**config.mk**
```make
export PLATFORM = sky130hd
export DESIGN_NAME = sid_init_sequencer
export DESIGN_NICKNAME = d
export VERILOG_FILES = /design/src/rtl/sid_init_sequencer.sv
export SDC_FILE = /design/constraint.sdc
export NUM_CORES = 1
export LEC_CHECK = 0
export CORE_UTILIZATION = 45
export DETAILED_ROUTE_END_ITERATION = 10
export PLACE_DENSITY = 0.73
export SLEW_MARGIN = 20
export SYNTH_ARGS = -nofsm -noshare
export SYNTH_HDL_FRONTEND = slang
export SYNTH_SLANG_ARGS = --single-unit
```
**constraint.sdc**
```tcl
create_clock -name clk -period 4.17 [get_ports clk]
set_input_delay 0.417 -clock clk [delete_from_list [all_inputs] [get_ports clk]]
set_output_delay 0.417 -clock clk [all_outputs]
set_load 0.02 [all_outputs]
```
**src/rtl/sid_init_sequencer.sv**
```systemverilog
// -----------------------------------------------------------------------------
// sid_init_sequencer
//
// Walks an init ROM from entry 0 and issues each {register, data} entry as a
// SID register write. Entry 1F:FF ends the sequence. A pointer advance from
// entry 255 also ends it, so entry 0 is never re-executed.
//
// Optional feature (compile-time macro SIDSEQ_DELAY_CMD_EN):
//   When defined, an entry 1F:N with N != FF is a delay command. It waits
//   N*DELAY_UNIT clocks and issues no SID write. When undefined, such an entry
//   is written to the SID like any other, and the DELAY state does not exist.
//
// Parameters:
//   GAP_CYCLES  idle clocks after each accepted SID write (0 = none)
//   DELAY_UNIT  clocks per count of a delay entry (delay builds only)
//
// Ports:
//   clk          single clock, rising edge
//   rst_n        asynchronous active-low reset
//   start        one-cycle request to run the sequence from entry 0
//   rom_addr     entry index presented to the init ROM
//   rom_read_en  ROM read strobe, high only in FETCH
//   rom_reg_in   ROM register field, valid the cycle after rom_read_en
//   rom_data_in  ROM data field, same timing as rom_reg_in
//   sid_addr     SID register address
//   sid_data     SID write data
//   sid_we       write request, held until accepted
//   sid_ready    write accepted on an edge where sid_we and sid_ready are high
//   busy         high in every state except IDLE and DONE
//   done         high in DONE, held until the next start
//   write_count  accepted SID writes this run, saturating at 255
// -----------------------------------------------------------------------------
module sid_init_sequencer #(
    parameter int GAP_CYCLES = 16,
    parameter int DELAY_UNIT = 1024
) (
    input  logic       clk,
    input  logic       rst_n,
    input  logic       start,
    output logic [7:0] rom_addr,
    output logic       rom_read_en,
    input  logic [4:0] rom_reg_in,
    input  logic [7:0] rom_data_in,
    output logic [4:0] sid_addr,
    output logic [7:0] sid_data,
    output logic       sid_we,
    input  logic       sid_ready,
    output logic       busy,
    output logic       done,
    output logic [7:0] write_count
);

    if (DELAY_UNIT < 1) begin : g_bad_delay_unit
        $error("sid_init_sequencer: DELAY_UNIT must be at least 1");
    end

    // The gap counter holds GAP_CYCLES-1 down to 0; it keeps one bit even when
    // GAP_CYCLES is 0 and the counter is never loaded.
    localparam int GAP_W = (GAP_CYCLES > 1) ? $clog2(GAP_CYCLES) : 1;
    localparam logic [GAP_W-1:0] GAP_LOAD = GAP_W'((GAP_CYCLES > 0) ? GAP_CYCLES - 1 : 0);

    typedef enum logic [2:0] {
        S_IDLE,
        S_FETCH,
        S_DECODE,
        S_WRITE,
        S_GAP,
        S_DONE
`ifdef SIDSEQ_DELAY_CMD_EN
        , S_DELAY
`endif
    } state_t;

    state_t           r_state;
    state_t           w_state_next;
    logic [7:0]       r_ptr;
    logic [4:0]       r_sid_addr;
    logic [7:0]       r_sid_data;
    logic [7:0]       r_write_count;
    logic [GAP_W-1:0] r_gap_cnt;

    logic w_start_run;
    logic w_load_sid;
    logic w_load_gap;
    logic w_accept;
    logic w_advance;
    logic w_is_sentinel;

`ifdef SIDSEQ_DELAY_CMD_EN
    // Longest delay is 255*DELAY_UNIT clocks; the counter holds that minus one.
    localparam int DLY_W = $clog2(255 * DELAY_UNIT);

    logic [DLY_W-1:0] r_delay_cnt;
    logic             w_load_delay;
`endif

    assign w_is_sentinel = (rom_reg_in == 5'h1F) && (rom_data_in == 8'hFF);

    // NOTE: the reset branch is asynchronous (in the sensitivity list), so
    // rst_n forces IDLE immediately, even in the middle of a write or delay.
    always_ff @(posedge clk or negedge rst_n) begin
        if (!rst_n) begin
            r_state <= S_IDLE;
        end else begin
            r_state <= w_state_next;
        end
    end

    // NOTE: every signal written here gets a default first, so no path through
    // the case can leave one unassigned and infer a latch.
    always_comb begin
        w_state_next = r_state;
        w_start_run  = 1'b0;
        w_load_sid   = 1'b0;
        w_load_gap   = 1'b0;
        w_accept     = 1'b0;
        w_advance    = 1'b0;
`ifdef SIDSEQ_DELAY_CMD_EN
        w_load_delay = 1'b0;
`endif

        case (r_state)
            S_IDLE, S_DONE: begin
                if (start) begin
                    w_start_run  = 1'b1;
                    w_state_next = S_FETCH;
                end
            end

            S_FETCH: w_state_next = S_DECODE;

            S_DECODE: begin
                if (w_is_sentinel) begin
                    w_state_next = S_DONE;
                end
`ifdef SIDSEQ_DELAY_CMD_EN
                else if (rom_reg_in == 5'h1F) begin
                    // A zero-length delay skips the DELAY state entirely.
                    if (rom_data_in == 8'h00) begin
                        w_advance = 1'b1;
                    end else begin
                        w_load_delay = 1'b1;
                        w_state_next = S_DELAY;
                    end
                end
`endif
                else begin
                    w_load_sid   = 1'b1;
                    w_state_next = S_WRITE;
                end
            end

            S_WRITE: begin
                if (sid_ready) begin
                    w_accept = 1'b1;
                    if (GAP_CYCLES > 0) begin
                        w_load_gap   = 1'b1;
                        w_state_next = S_GAP;
                    end else begin
                        w_advance = 1'b1;
                    end
                end
            end

            S_GAP: begin
                if (r_gap_cnt == '0) begin
                    w_advance = 1'b1;
                end
            end

`ifdef SIDSEQ_DELAY_CMD_EN
            S_DELAY: begin
                if (r_delay_cnt == '0) begin
                    w_advance = 1'b1;
                end
            end
`endif

            default: w_state_next = S_IDLE;
        endcase

        // Advancing past the last entry ends the run rather than wrapping.
        if (w_advance) begin
            w_state_next = (r_ptr == 8'hFF) ? S_DONE : S_FETCH;
        end
    end

    // NOTE: sequential state is updated with non-blocking assignments only, so
    // every register here sees the pre-edge values of the others.
    always_ff @(posedge clk or negedge rst_n) begin
        if (!rst_n) begin
            r_ptr         <= 8'h00;
            r_sid_addr    <= 5'h00;
            r_sid_data    <= 8'h00;
            r_write_count <= 8'h00;
            r_gap_cnt     <= '0;
        end else begin
            if (w_start_run) begin
                r_ptr <= 8'h00;
            end else if (w_advance && (r_ptr != 8'hFF)) begin
                r_ptr <= r_ptr + 8'd1;
            end

            if (w_load_sid) begin
                r_sid_addr <= rom_reg_in;
                r_sid_data <= rom_data_in;
            end

            if (w_start_run) begin
                r_write_count <= 8'h00;
            end else if (w_accept && (r_write_count != 8'hFF)) begin
                r_write_count <= r_write_count + 8'd1;
            end

            if (w_load_gap) begin
                r_gap_cnt <= GAP_LOAD;
            end else if ((r_state == S_GAP) && (r_gap_cnt != '0)) begin
                r_gap_cnt <= r_gap_cnt - 1'b1;
            end
        end
    end

`ifdef SIDSEQ_DELAY_CMD_EN
    always_ff @(posedge clk or negedge rst_n) begin
        if (!rst_n) begin
            r_delay_cnt <= '0;
        end else if (w_load_delay) begin
            // N*DELAY_UNIT clocks in DELAY: load N*DELAY_UNIT-1 and count to 0.
            r_delay_cnt <= DLY_W'(rom_data_in) * DLY_W'(DELAY_UNIT) - DLY_W'(1);
        end else if ((r_state == S_DELAY) && (r_delay_cnt != '0)) begin
            r_delay_cnt <= r_delay_cnt - 1'b1;
        end
    end
`endif

    assign rom_addr    = r_ptr;
    assign rom_read_en = (r_state == S_FETCH);
    assign sid_addr    = r_sid_addr;
    assign sid_data    = r_sid_data;
    assign sid_we      = (r_state == S_WRITE);
    assign busy        = (r_state != S_IDLE) && (r_state != S_DONE);
    assign done        = (r_state == S_DONE);
    assign write_count = r_write_count;

endmodule

```
==> metrics.md <==
| Metric | Value |
|---|---|
| Slowest stage delay, CP | `0.64 ns` |
| Vias | `1481` |
| CP max-delay cell | `clkdlybuf4s50_1` |
| Iter 0 DRT Violations | `60` |
| Initial antenna violation count | `0` |
| Post-CTS setup buffer count | `0` |
| Power per cell area | `582 nW/um^2` |
| Largest net degree at the start of global routing | `37` |
| Congestion Overflow GR | `0` |
| Final instance area | `2450 um^2` |
| Routed length per instance | `14.6 um` |
| Top cell type's share of synthesized area | `0.487` |
| Crit share post-route | `0.533` |
| Core Footprint | `3800 um^2` |
| GR Layer Usage met2 | `0.367` |
| Layout Nets | `between 200 and 250` |
| DRT Pass-1 Iters | `4` |
| Crit-path max FO | `11` |
| Synth unique cells | `roughly 40` |
| Cell Area, Synth | `1850 um^2` |
| Peak supply drop | `0.357 mV` |
| WHS | `0.516 ns` |
| CP Class | `register to primary output` |
| Largest area contributor in the netlist | `dfrtp_1` |
| Share of cells above drive strength 1 | `0.149` |
| Hpwl dp | `2910 um` |
| Leak | `1.06 nW` |
| Main synth FF type | `dfrtp_1` |
| Worst slew pin tran | `~0.92 ns` |
| Met3 usage | `0.0414` |
| # DRC | `0` |
| Crit path DAT | `1.81 ns` |
| Clk sinks | `36` |
| Clock buffer depth | `2` |
| Final Hold Fails | `0` |
| Clk pin slew, worst setup/hold paths | `0.07 ns` |
| Post_cts resized | `0` |
| Final min period | `roughly 2.2 ns` |
| IO Count | `50` |
| Post-cts hold buffer count | `0` |
| Max Freq | `450 MHz` |
| Ordered list of cells on the worst path | `inv_1 > nor3_1 > clkdlybuf4s50_1` |
| GRT met1 Usage | `0.248` |
| Cell Area, Placed | `2360 um^2` |
| Global-route layer with the greatest usage | `met2` |
| Synthesis-to-layout area growth | `32.6%` |
| Syn. warnings | `0` |
| Global Route Usage Sum | `0.211` |
| Cell count after synthesis | `169` |
| Antenna Cells | `0` |
| Root Driver | `clkbuf_8` |
| First-pass GRT wire length | `6920 um` |
| Crit path capture type | `primary output` |
| Number of port buffers | `49` |
| Mean post-synth cell area | `between 10 and 15 um^2` |
| CTS tree | `yes` |
| Relative max-transition margin | `0.386` |
| Vias in the first global route | `about 1600` |
| Starting Density | `0.487` |
| Die area | `4370 um^2` |
| Dpl cells | `262` |
| Post-synth EDFFs | `0` |
| Die width | `66.1 um` |
| Async S/R FF share, synth | `1.00` |
| Count of final setup violators | `0` |
| Routed WL | `3960 um` |
| Number of synthesized register bits | `36` |
| Non-filler cells, final | `270` |
| Unrepaired setup endpoints after global routing | `no` |
| Setup TNS | `0 ns` |
| Top cells by area, synth | `dfrtp_1, mux2_2, xor2_1, nand2_1, ha_1` |
| Number of buffers created by CTS | `5` |
| H-tree levels | `2` |
| Die H | `66.1 um` |
| Vias per std cell | `5.49` |
| GP Congestion | `0.809` |
| Number of cell rows | `22` |
| Final slew viol count | `0` |
| Clock Latency Late Sink | `0.28 ns` |
| Overall power | `1.43 mW` |
| Detail Route Antenna Nets | `0` |
| Syn Nets | `189` |
| Hold Path Class | `register to register` |
| CP Data Required Time | `~3.8 ns` |
| MaxCap Viol Count | `0` |
| Clock skew | `0.00289 ns` |
| Outcome | `finished clean` |
| Setup crit start kind | `register` |
| Seq/Total Area, Yosys | `0.487` |
cell type report:
cell class	count	area, um^2
multi-input combinational	121	878
tap	48	60.1
fill	305	1350
inverter	7	26.3
timing repair buffer	50	498
sequential	36	901
clock buffer	8	90.1
kinds of logic (layout without fill, tap and decap cells):
kind of cell / after synthesis / after routing / synth area share
adders and majority gates: 3 / 3 / 0.0203
buffers and inverters: 12 / 65 / 0.0385
xor gates and xnor gates: 9 / 9 / 0.0426
AOI/OAI and AO/OA: 28 / 28 / 0.103
and+or+nand+nor: 66 / 66 / 0.219
muxes: 15 / 15 / 0.0899
DFF: 36 / 36 / 0.487
report_power, final:
part / total (mW) / switching, mW / internal (mW) / leakage, nW
sequential: 0.550 / 0.100 / 0.450 / 0.452
combinational: 0.626 / 0.299 / 0.327 / 0.563
clock: 0.252 / 0.118 / 0.135 / 0.0455
total: 1.43 / 0.517 / 0.911 / 1.06
flip-flops by register name, indices dropped and copies added (netlist names):
signal,count
r_gap_cnt,4
r_state,3
rom_addr,8
sid_addr,5
sid_data,8
write_count,8
cells in the mapped netlist, drive strengths merged (3+ instances only):
master	number
nor2	10
o211ai	6
a21oi	6
ha	3
nand2	16
dfrtp	36
or4	3
nand4	7
or3	4
nand3	6
xor2	7
nor3	3
and3	3
buf	4
inv	7
nor3b	3
mux2	13
o21ai	7
metrics by stage:
stage,util,worst slack (ns)
after floorplan,-,2.49
after global placement,0.622,1.85
after detailed placement,0.622,1.79
after CTS,0.646,1.93
after global routing,0.646,1.84
final,0.646,1.95
path summary, 6_finish.rpt:
check	depth (start not counted)	from	slack, ns	endpoint
min in group asynchronous	2	rst_n	0.56	write_count[0]
worst min-delay path	1	sid_data[4]	0.52	sid_data[4]
worst max register to register	3	r_state[1]	2.07	sid_data[2]
max in group asynchronous	2	rst_n	3.28	rom_addr[7]
worst max-delay path	3	r_state[0]	1.95	rom_read_en
worst min register to register	1	sid_data[4]	0.52	sid_data[4]
worst max-delay path, delay by kind of cell, from the launching register on:
family	cells	cell delay (ns)
buffers and inverters	2	0.75
flip-flops	1	0.58
AND/OR/NAND/NOR	1	0.20
layout by cell type (no fill, tap or decap), types with 3 or more instances in the layout:
cell / synthesis / final
nor3_1: 3 / 3
o211ai_1: 5 / 5
or4_1: 3 / 3
clkdlybuf4s50_1: 0 / 49
and3_1: 3 / 3
o21ai_0: 7 / 7
ha_1: 3 / 3
nand4_1: 6 / 6
nand2_1: 16 / 16
clkbuf_8: 0 / 6
mux2_2: 13 / 13
xor2_1: 7 / 7
nand3_1: 6 / 6
inv_1: 7 / 7
a21oi_1: 6 / 6
nor2_1: 10 / 10
or3_1: 4 / 4
dfrtp_1: 36 / 36
per-layer routing:
layer / up-vias / part of all wire
li1: 720 / -
met1: 705 / 0.45
met2: 48 / 0.49
met3: 8 / 0.039
met4: 0 / 0.019
met5: - / 0
Note: power is estimated with default switching activity, not from simulation.
